$ cat src/rtl/warp_sched_pkg.sv
// Shared per-warp state encoding and default sizing for the warp issue controller.
package warp_sched_pkg;

  localparam int WARP_COUNT = 16;
  localparam int LAT_WIDTH  = 4;

  typedef enum logic [2:0] {
    IDLE = 3'd0,
    RDY  = 3'd1,
    SEL  = 3'd2,
    WAIT = 3'd3,
    BAR  = 3'd4
  } warp_state_e;

endpackage

$ cat src/rtl/warp_rr_pick.sv
// Combinational round-robin picker: first set request at or after start_id, wrapping at W.
module warp_rr_pick #(
  parameter int W       = 16,
  parameter int ID_BITS = $clog2(W)
) (
  input  logic [W-1:0]       req_vec,
  input  logic [ID_BITS-1:0] start_id,
  output logic [ID_BITS-1:0] pick_id,
  output logic               pick_valid
);

  function automatic logic [ID_BITS-1:0] wrap_idx(input logic [ID_BITS-1:0] base, input int off);
    int s;
    s = int'(base) + off;
    if (s >= W) s = s - W;
    return ID_BITS'(s);
  endfunction

  // Scan from the farthest offset down so the nearest request wins last.
  always_comb begin
    pick_valid = 1'b0;
    pick_id    = '0;
    for (int k = W - 1; k >= 0; k--) begin
      if (req_vec[wrap_idx(start_id, k)]) begin
        pick_valid = 1'b1;
        pick_id    = wrap_idx(start_id, k);
      end
    end
  end

endmodule

$ cat src/rtl/warp_issue_ctrl.sv
// Per-warp lifecycle tracker with greedy-then-round-robin selection into a registered issue slot,
// plus CTA-wide barrier release and warp exit.
module warp_issue_ctrl
  import warp_sched_pkg::*;
#(
  parameter int W        = WARP_COUNT,
  parameter int LAT_BITS = LAT_WIDTH,
  parameter int ID_BITS  = $clog2(W)
) (
  input  logic                clk,
  input  logic                rst,
  input  logic [W-1:0]        warp_launch,
  output logic                issue_valid,
  output logic [ID_BITS-1:0]  issue_id,
  input  logic                issue_ready,
  input  logic [LAT_BITS-1:0] issue_lat,
  input  logic                issue_bar,
  input  logic                issue_exit,
  output logic                barrier_release,
  output logic [W-1:0]        active_vec,
  output logic                all_idle
);

  warp_state_e         state_reg  [W];
  warp_state_e         state_next [W];
  logic [LAT_BITS-1:0] cnt_reg    [W];
  logic [LAT_BITS-1:0] cnt_next   [W];

  logic                issue_valid_reg, issue_valid_next;
  logic [ID_BITS-1:0]  issue_id_reg, issue_id_next;
  logic [ID_BITS-1:0]  last_id_reg, last_id_next;
  logic                release_reg, release_next;
  logic [W-1:0]        active_reg, active_next;
  logic                all_idle_reg, all_idle_next;

  logic [W-1:0]        rdy_vec, bar_vec, busy_vec;
  logic [ID_BITS-1:0]  start_id, pick_id, win_id;
  logic                pick_valid, greedy_hit, win_valid;
  logic                accept, slot_free, bar_done;

  generate
    for (genvar gi = 0; gi < W; gi++) begin : g_vec
      assign rdy_vec[gi]  = (state_reg[gi] == RDY);
      assign bar_vec[gi]  = (state_reg[gi] == BAR);
      assign busy_vec[gi] = (state_reg[gi] != IDLE);
    end
  endgenerate

  assign accept    = issue_valid_reg && issue_ready;
  assign slot_free = !issue_valid_reg || accept;
  assign start_id  = (last_id_reg == ID_BITS'(W - 1)) ? '0 : last_id_reg + 1'b1;

  warp_rr_pick #(
    .W       (W),
    .ID_BITS (ID_BITS)
  ) u_pick (
    .req_vec    (rdy_vec),
    .start_id   (start_id),
    .pick_id    (pick_id),
    .pick_valid (pick_valid)
  );

  // The warp that just issued keeps priority whenever it is ready again.
  assign greedy_hit = rdy_vec[last_id_reg];
  assign win_id     = greedy_hit ? last_id_reg : pick_id;
  assign win_valid  = slot_free && (greedy_hit || pick_valid);

  // Barrier completes once every live warp (any non-IDLE state) is parked at it.
  assign bar_done = (|bar_vec) && (bar_vec == busy_vec);

  always_ff @(posedge clk) begin
    if (rst) begin
      for (int i = 0; i < W; i++) begin
        state_reg[i] <= IDLE;
        cnt_reg[i]   <= '0;
      end
    end else begin
      for (int i = 0; i < W; i++) begin
        state_reg[i] <= state_next[i];
        cnt_reg[i]   <= cnt_next[i];
      end
    end
  end

  always_comb begin
    for (int i = 0; i < W; i++) begin
      state_next[i] = state_reg[i];
      cnt_next[i]   = cnt_reg[i];
      case (state_reg[i])
        IDLE: if (warp_launch[i]) state_next[i] = RDY;
        RDY:  if (win_valid && (win_id == ID_BITS'(i))) state_next[i] = SEL;
        SEL: begin
          if (accept && (issue_id_reg == ID_BITS'(i))) begin
            if (issue_exit) begin
              state_next[i] = IDLE;
            end else if (issue_bar) begin
              state_next[i] = BAR;
            end else if (issue_lat == '0) begin
              state_next[i] = RDY;
            end else begin
              state_next[i] = WAIT;
              cnt_next[i]   = issue_lat;
            end
          end
        end
        WAIT: begin
          if (cnt_reg[i] == LAT_BITS'(1)) begin
            state_next[i] = RDY;
            cnt_next[i]   = '0;
          end else begin
            cnt_next[i] = cnt_reg[i] - 1'b1;
          end
        end
        BAR:  if (bar_done) state_next[i] = RDY;
        default: state_next[i] = IDLE;
      endcase
    end
  end

  always_comb begin
    issue_valid_next = issue_valid_reg;
    issue_id_next    = issue_id_reg;
    last_id_next     = last_id_reg;
    if (slot_free) begin
      issue_valid_next = win_valid;
    end
    if (win_valid) begin
      issue_id_next = win_id;
      last_id_next  = win_id;
    end
    release_next = bar_done;
    for (int i = 0; i < W; i++) begin
      active_next[i] = (state_next[i] != IDLE);
    end
    all_idle_next = !issue_valid_next && (active_next == '0);
  end

  always_ff @(posedge clk) begin
    if (rst) begin
      issue_valid_reg <= 1'b0;
      issue_id_reg    <= '0;
      last_id_reg     <= '0;
      release_reg     <= 1'b0;
      active_reg      <= '0;
      all_idle_reg    <= 1'b1;
    end else begin
      issue_valid_reg <= issue_valid_next;
      issue_id_reg    <= issue_id_next;
      last_id_reg     <= last_id_next;
      release_reg     <= release_next;
      active_reg      <= active_next;
      all_idle_reg    <= all_idle_next;
    end
  end

  assign issue_valid     = issue_valid_reg;
  assign issue_id        = issue_id_reg;
  assign barrier_release = release_reg;
  assign active_vec      = active_reg;
  assign all_idle        = all_idle_reg;

endmodule
$ cat config.mk
export PLATFORM = sky130hd
export DESIGN_NAME = warp_issue_ctrl
export DESIGN_NICKNAME = d
export VERILOG_FILES = /design/src/rtl/warp_sched_pkg.sv /design/src/rtl/warp_rr_pick.sv /design/src/rtl/warp_issue_ctrl.sv
export SDC_FILE = /design/constraint.sdc
export NUM_CORES = 1
export LEC_CHECK = 0
export ABC_CLOCK_PERIOD_IN_PS = 5600
export CAP_MARGIN = 20
export CORE_MARGIN = 2
export CORE_UTILIZATION = 45
export DETAILED_ROUTE_END_ITERATION = 10
export GPL_TIMING_DRIVEN = 0
export PLACE_DENSITY_LB_ADDON = 0.3
export SETUP_SLACK_MARGIN = 0.1
export SYNTH_ARGS = -nofsm -noshare
export SYNTH_HDL_FRONTEND = slang
export SYNTH_HIERARCHICAL = 1
export SYNTH_SLANG_ARGS = --single-unit
$ cat constraint.sdc
create_clock -name clk -period 5.6 [get_ports clk]
set_input_delay 0.84 -clock clk [delete_from_list [all_inputs] [get_ports clk]]
set_output_delay 0.84 -clock clk [all_outputs]
set_load 0.01 [all_outputs]
==> impl_metrics.py, run 1 <==
metrics = {
    "die": {
        "die_x_um": 160.9,
        "die-area_mm2": 0.02590,
        "die_h_um": 160.9,
        "fp.coreArea_mm2": 0.02425,
        "boundaryPins": 48,
        "start_util_pct": 45.71,
        "rows": 57,
    },
    "yosys": {
        "synth.avg_cell_area_um2": 7.779,
        "synth_top_area_share_pct": 24.38,
        "synthesis.nets": 1493,
        "synth.largest_area_cell": "dfxtp_1",
        "async_flop_share_pct": 0,
        "postSynthCellCount": 1425,
        "netlist_top_cells_count": "nor2_1 (195), dfxtp_1 (135), a21oi_1 (110), nand2_1 (110), inv_1 (79)",
        "synth_cell_type_count": 97,
        "ys_warn_count": 6,
        "synth_edf_count": 0,
        "ys_ff_latch": 135,
        "yosysSeqAreaShare_pct": 24.38,
        "syn_area_mm2": 0.01108,
        "synth_area_leaders": "dfxtp_1 (24%), nor2_1 (6.6%), a21oi_1 (5.0%)",
        "synthFlopType": "dfxtp_1",
        "yosysMostFrequentCell": "nor2_1",
    },
    "cells_and_area": {
        "num-nets-final": 1593,
        "syn2layout_area_growth_pct": 19.28,
        "fillers": 2328,
        "layout-drive-gt1-share_pct": 14.76,
        "largest_reg_flops": 64,
    },
    "setup_path": {
        "worstPathMaxFanout": 10,
        "r2r-end": "state_reg[1][18]",
        "cp.required_ps": 5930,
        "critPathCaptureType": "flip-flop",
        "critPathKind": "flip-flop to flip-flop",
        "start_kind": "flip-flop",
        "r2r_setup_slack_ps": 230,
        "worst-r2r-cell-count": 22,
        "crit_arrival_ps": 5700,
        "r2r_start": "last_id_reg[3]",
    },
    "global_routing": {
        "grt_max_degree": 17,
        "grtUsageTotal_pct": 29.70,
        "gr-total-overflow": 0,
        "grt_pass1_vias": 10775,
        "antenna_found_initial": 0,
        "grt_pass1_wl_mm": 60.30,
    },
    "sta": {
        "fmax_mhz": 186.1,
        "holdWs_ps": 518.1,
        "grt_setup_unrepaired": "no",
        "finClkSkew_ps": 13.69,
        "period_minus_slack_ps": 5374,
        "fin_crit_sh_pct": 95.97,
        "hold_viol": 0,
        "worst_pin_slew_ps": 1078,
        "setup_viol": 0,
        "slew_violations": 0,
        "setup_slack_ps": 225.9,
        "tns_ps": 0,
        "slew-limit-headroom_pct": 27.96,
    },
    "clock_network": {
        "cts.clk_slew.worst_paths_ps": 60,
        "cts_buffers": 17,
        "cts_sinks": 135,
        "cts_root_buf": "clkbuf_16",
        "clockBufferDepth": 2,
        "clk_latency_ps": 440,
        "hold_buffers": 0,
        "htree_levels": 4,
        "cts_tree": "yes",
    },
    "min_path": {
        "whs_endpoint": "cnt_reg[1][11]",
        "worstHoldStart": "cnt_reg[1][11]",
        "hold_path.class": "flip-flop to flip-flop",
        "hold_path_depth": 2,
    },
    "power": {
        "cellLeakagePower_uw": 0.004847,
        "peakVddDrop_v": 0.0004108,
        "total_power_uw": 8597,
        "powerDensity_mw_per_mm2": 650.2,
    },
    "place": {
        "port_buffers": 42,
        "routabilityCongestion": 1.032,
        "pre_cts_ws_ps": -1184,
        "dp_hpwl_mm": 28.17,
    },
    "routing": {
        "routed_via_density": 6.342,
        "drc": 0,
        "ant_nets": 0,
        "drtIter0Drc": 1442,
        "dr.pass1.iters": 6,
        "num_vias": 11815,
        "wire_per_inst_um": 21.08,
        "drt_wl_total_mm": 39.27,
    },
    "flow_run": {
        "max_cap_violations": 0,
    },
    "status": {
        "outcome": "finished, final reports clean",
    },
}
==> power breakdown <==
group / internal (uW) / switching, uW / total, uW / leakage [uW]
registers: 1100 / 108 / 1210 / 0.00110
logic: 2660 / 3560 / 6220 / 0.00346
clock network: 712 / 456 / 1170 / 0.000287
total: 4470 / 4120 / 8600 / 0.00485
==> critical path: stages (launching register included) <==
cell      delay (ps)
dfxtp_2          350
buf_4            180
and2_4           180
a21oi_4          150
buf_6            120
buf_8            140
buf_12           150
clkinv_4         100
ha_4             270
buf_6            130
mux4_2           550
mux2_4           330
mux2i_4          210
nand2_2          100
a21o_1           180
a311o_1          350
o41ai_4          510
inv_1            120
or3_4            390
a221oi_4         280
buf_12           160
a21boi_1          60
o21ba_2          230
==> cell type report <==
cell class	instances	area, um^2	area share (%)
multi-input combinational	1126	7986	60.41
sequential	135	2713	20.52
timing repair buffer	83	720.7	5.451
buffer	82	480.5	3.634
clock buffer	21	450.4	3.407
tap	324	405.4	3.066
inverter	80	312.8	2.366
clock inverter	11	150.1	1.136
antenna	1	2.502	0.01893
==> layer usage <==
metal	global-route usage [%]	share of wire, %
met3	4.933	8.8
met1	38.01	40
met2	47.72	45
met5	0	0
met4	16.48	6.5
==> cell usage in the layout, fill, tap and decap left out, drive strengths merged, types with 11 or more instances in the layout <==
cell type      netlist  routed
a211oi              39      39
a21o                11      11
a21oi              110     110
a22oi               29      29
a31oi               21      21
and3                11      11
buf                 26      67
clkbuf              58      77
clkdlybuf4s50        0      42
dfxtp              135     135
ha                  43      43
inv                 79      77
mux2                30      30
mux2i               47      47
mux4                27      27
nand2              110     110
nand2b              24      24
nand3               31      31
nand3b              11      11
nand4               16      16
nor2               196     196
nor2b               31      31
nor3                42      42
nor3b               31      31
nor4                16      16
o21ai               69      69
or3                 11      11
xnor2               15      15
xor2                13      13
==> per-stage QoR <==
| stage | util (%) | area, um^2 | instances |
|---|---|---|---|
| floorplan | - | 11130 | 1425 |
| global placement | 49.30 | 11960 | 1791 |
| detailed placement | 49.37 | 11970 | 1794 |
| CTS | 53.35 | 12940 | 1839 |
| global route | 54.52 | 13220 | 1862 |
| finish | 54.53 | 13220 | 1863 |
==> how the worst max path moves through the flow <==
stage	from	to	slack, ps	cells past startpoint
floorplan	last_id_reg[0]	state_reg[1][18]	120	21
global placement	last_id_reg[1]	state_reg[0][3]	-1080	20
detailed placement	last_id_reg[1]	state_reg[0][3]	-1180	20
CTS	last_id_reg[0]	all_idle	110	21
global route	last_id_reg[3]	state_reg[1][16]	80	23
finish	last_id_reg[3]	state_reg[1][18]	230	22
==> logic make-up after synthesis <==
| group | synth area share (%) |
|---|---|
| AOI/OAI and AO/OA | 24.02 |
| xor gates and xnor gates | 2.483 |
| adders and majority gates | 4.854 |
| buffers and inverters | 6.141 |
| DFF | 24.38 |
| muxes | 13.24 |
| and+or+nand+nor | 24.88 |
==> timing repair <==
item,4_1_cts,5_1_grt
resized for setup,56,29
setup buffers,15,16
pin swaps,5,6
endpoints found under the setup margin,40,33
(Power assumes the default switching activity.)
==> run 2, diff against run 1 <==
--- a/config.mk
+++ b/config.mk
@@ -10,10 +10,8 @@
 export CORE_MARGIN = 2
 export CORE_UTILIZATION = 45
 export DETAILED_ROUTE_END_ITERATION = 10
-export GPL_TIMING_DRIVEN = 0
 export PLACE_DENSITY_LB_ADDON = 0.3
 export SETUP_SLACK_MARGIN = 0.1
 export SYNTH_ARGS = -nofsm -noshare
 export SYNTH_HDL_FRONTEND = slang
-export SYNTH_HIERARCHICAL = 1
 export SYNTH_SLANG_ARGS = --single-unit
==> run 2 against run 1 <==
  * Cell count is 5.4% lower
  * Sequential cell count is the same
  * Worst setup slack better by 260 ps
  * Worst hold slack lost 11 ps
  * Critical path type unchanged
  * Highest routed layer unchanged
==> impl_metrics.py, run 2 <==
metrics = {
    "status": {
        "outcome": "finished, final reports clean",
    },
    "power": {
        "p_int_uw": 4130,
        "switchingPower_uw": 4280,
        "combinationalPowerShare_pct": 69.4,
        "clkPwrFrac_pct": 14.8,
        "cellLeakagePower_uw": 0.004438,
        "peakVddDrop_v": 0.0004099,
        "power_frac_seq_pct": 15.8,
        "powerDensity_mw_per_mm2": 675.0,
        "p_sw_share_pct": 50.89,
    },
    "setup_path": {
        "start_kind": "flip-flop",
        "cpMaxStageDelayCell": "or4_1",
        "cp.required_ps": 5920,
        "cp_top_family": "simple AND/OR/NAND/NOR gates",
        "critPathCaptureType": "flip-flop",
        "crit_chain": "ha_1 > nor2b_1 > nor2_1 > inv_2 > ha_1 > nand2b_1 > a21boi_0 > o22ai_1 > o22ai_1 > or2_1 > or4_1 > or3_1 > a21oi_1 > or2_1 > nand3_1 > and3_1",
        "worstPathMaxFanout": 9,
        "crit_arrival_ps": 5430,
        "cp_num_buf_inv": 1,
        "critPathKind": "flip-flop to flip-flop",
        "max_stage_delay_ps": 510,
    },
    "yosys": {
        "netlist_top_cells_count": "nor2_1 (214), dfxtp_1 (135), nand2_1 (107)",
        "synth_top_area_share_pct": 24.26,
        "postSynthCellCount": 1418,
        "async_flop_share_pct": 0,
        "synthFlopType": "dfxtp_1",
        "synth_edf_count": 0,
        "synth_area_leaders": "dfxtp_1 (24%), nor2_1 (7.2%), mux4_2 (7.1%)",
        "yosysSeqAreaShare_pct": 24.26,
        "synth_cell_type_count": 98,
        "yosysMostFrequentCell": "nor2_1",
        "ys_ff_latch": 135,
        "synthesis.nets": 1489,
        "synth.avg_cell_area_um2": 7.856,
        "syn_area_mm2": 0.01114,
        "ys_warn_count": 0,
        "synth.largest_area_cell": "dfxtp_1",
    },
    "sta": {
        "holdWs_ps": 507.2,
        "grt_setup_unrepaired": "no",
        "fmax_mhz": 195.7,
        "hold_viol": 0,
        "finClkSkew_ps": 8.710,
        "fin_crit_sh_pct": 91.26,
        "slew-limit-headroom_pct": 35.34,
        "slew_violations": 0,
        "setup_viol": 0,
        "worst_pin_slew_ps": 967.8,
        "tns_ps": 0,
        "setup_slack_ps": 489.5,
        "period_minus_slack_ps": 5111,
    },
    "clock_network": {
        "ctsResizeCount": 0,
        "hold_buffers": 0,
        "cts.clk_slew.worst_paths_ps": 60,
        "clk_latency_ps": 430,
        "cts_root_buf": "clkbuf_16",
        "post-cts-setup-buffers": 0,
        "cts_tree": "yes",
        "cts_buffers": 17,
        "htree_levels": 4,
        "cts_sinks": 135,
        "clockBufferDepth": 2,
    },
    "die": {
        "start_util_pct": 45.80,
        "die_x_um": 161.3,
        "rows": 57,
        "die_h_um": 161.3,
        "die-area_mm2": 0.02603,
        "boundaryPins": 48,
        "fp.coreArea_mm2": 0.02432,
    },
    "global_routing": {
        "grt_pass1_wl_mm": 57.09,
        "gr-usage-met2_pct": 43.55,
        "met3_usage_pct": 6.266,
        "antenna_found_initial": 0,
        "globalRoute.busiestLayer": "met2",
        "grtUsageTotal_pct": 27.77,
        "grt_use_met1_pct": 35.68,
        "gr-total-overflow": 0,
        "grt_pass1_vias": 10587,
        "grt_max_degree": 74,
    },
    "routing": {
        "routed_via_density": 6.410,
        "drtIter0Drc": 1158,
        "drc": 0,
        "num_vias": 11294,
        "wire_per_inst_um": 20.69,
        "drt_wl_total_mm": 36.46,
        "ant_nets": 0,
        "dr.pass1.iters": 6,
    },
    "cells_and_area": {
        "num_antenna_cells": 0,
        "largest_reg_flops": 64,
        "num-nets-final": 1496,
        "utilization_pct": 51.24,
        "layout_common_cells": "nor2_1 (214), dfxtp_1 (135), nand2_1 (107)",
        "syn2layout_area_growth_pct": 11.86,
        "layout-drive-gt1-share_pct": 10.22,
        "fillers": 2310,
        "final_common_cell": "nor2_1",
    },
    "place": {
        "dp_hpwl_mm": 27.08,
        "port_buffers": 47,
        "routabilityCongestion": 1.053,
        "pre_cts_ws_ps": 735.9,
    },
    "flow_run": {
        "max_cap_violations": 0,
    },
    "min_path": {
        "hold_path.class": "flip-flop to flip-flop",
    },
}
-- run 2: cells by family (layout without fill, tap and decap cells) --
kind of cell	after synthesis	in the layout	synth area share, %
AO/OA/AOI/OAI	403	403	24.85
XOR/XNOR	25	25	2.100
adder cells (fa/ha/maj)	46	46	5.167
buffers and inverters	156	176	6.110
flip-flops	135	135	24.26
multiplexers	85	85	11.89
AND/OR/NAND/NOR	568	568	25.62
-- run 2: worst min-delay path, stage by stage (launching register included) --
cell and delay [ps]:
dfxtp_1 320, a22oi_1 70, nor2_1 80
-- run 2: per-layer routing --
layer / vias to the layer above / wire, um
met2: 568 / 16470
li1: 5239 / -
met5: - / 0
met1: 5348 / 15040
met3: 139 / 3192
met4: 0 / 1761
-- run 2: power by group through the flow --
stage	clock, uW	sequential, uW	combinational, uW
6_report	1250	1330	5830
5_1_grt	1300	1350	6180
4_1_cts	1260	1320	5650
3_5_place_dp	0	1340	5610
3_3_place_gp	0	1330	5650
2_1_floorplan	0	1230	4160
-- run 2: per-stage QoR --
step | area [um^2] | total power (uW) | instances
2_1_floorplan | 11140 | 5384 | 1418
3_3_place_gp | 11820 | 6981 | 1730
3_5_place_dp | 11820 | 6944 | 1730
4_1_cts | 12460 | 8226 | 1762
5_1_grt | 12460 | 8836 | 1762
6_report | 12460 | 8411 | 1762
-- run 2: final timing paths --
check,cells after the start,slack (ps),end,start
worst min-delay path,2,510,cnt_reg[1][7],cnt_reg[1][7]
worst max-delay path,16,490,state_reg[0][12],last_id_reg[0]
worst max register to register,16,490,state_reg[0][12],last_id_reg[0]
worst min register to register,2,510,cnt_reg[1][7],cnt_reg[1][7]
-- run 2: cell type report --
class                           count  area [um^2]  area share (%)
Clock buffer                       21        450.4           3.615
Clock inverter                     11        193.9           1.556
Inverter                           67        251.5           2.018
Multi-Input combinational cell   1127         7764           62.31
Sequential cell                   135         2703           21.69
Tap cell                          324        405.4           3.253
Timing Repair Buffer               77        693.2           5.563
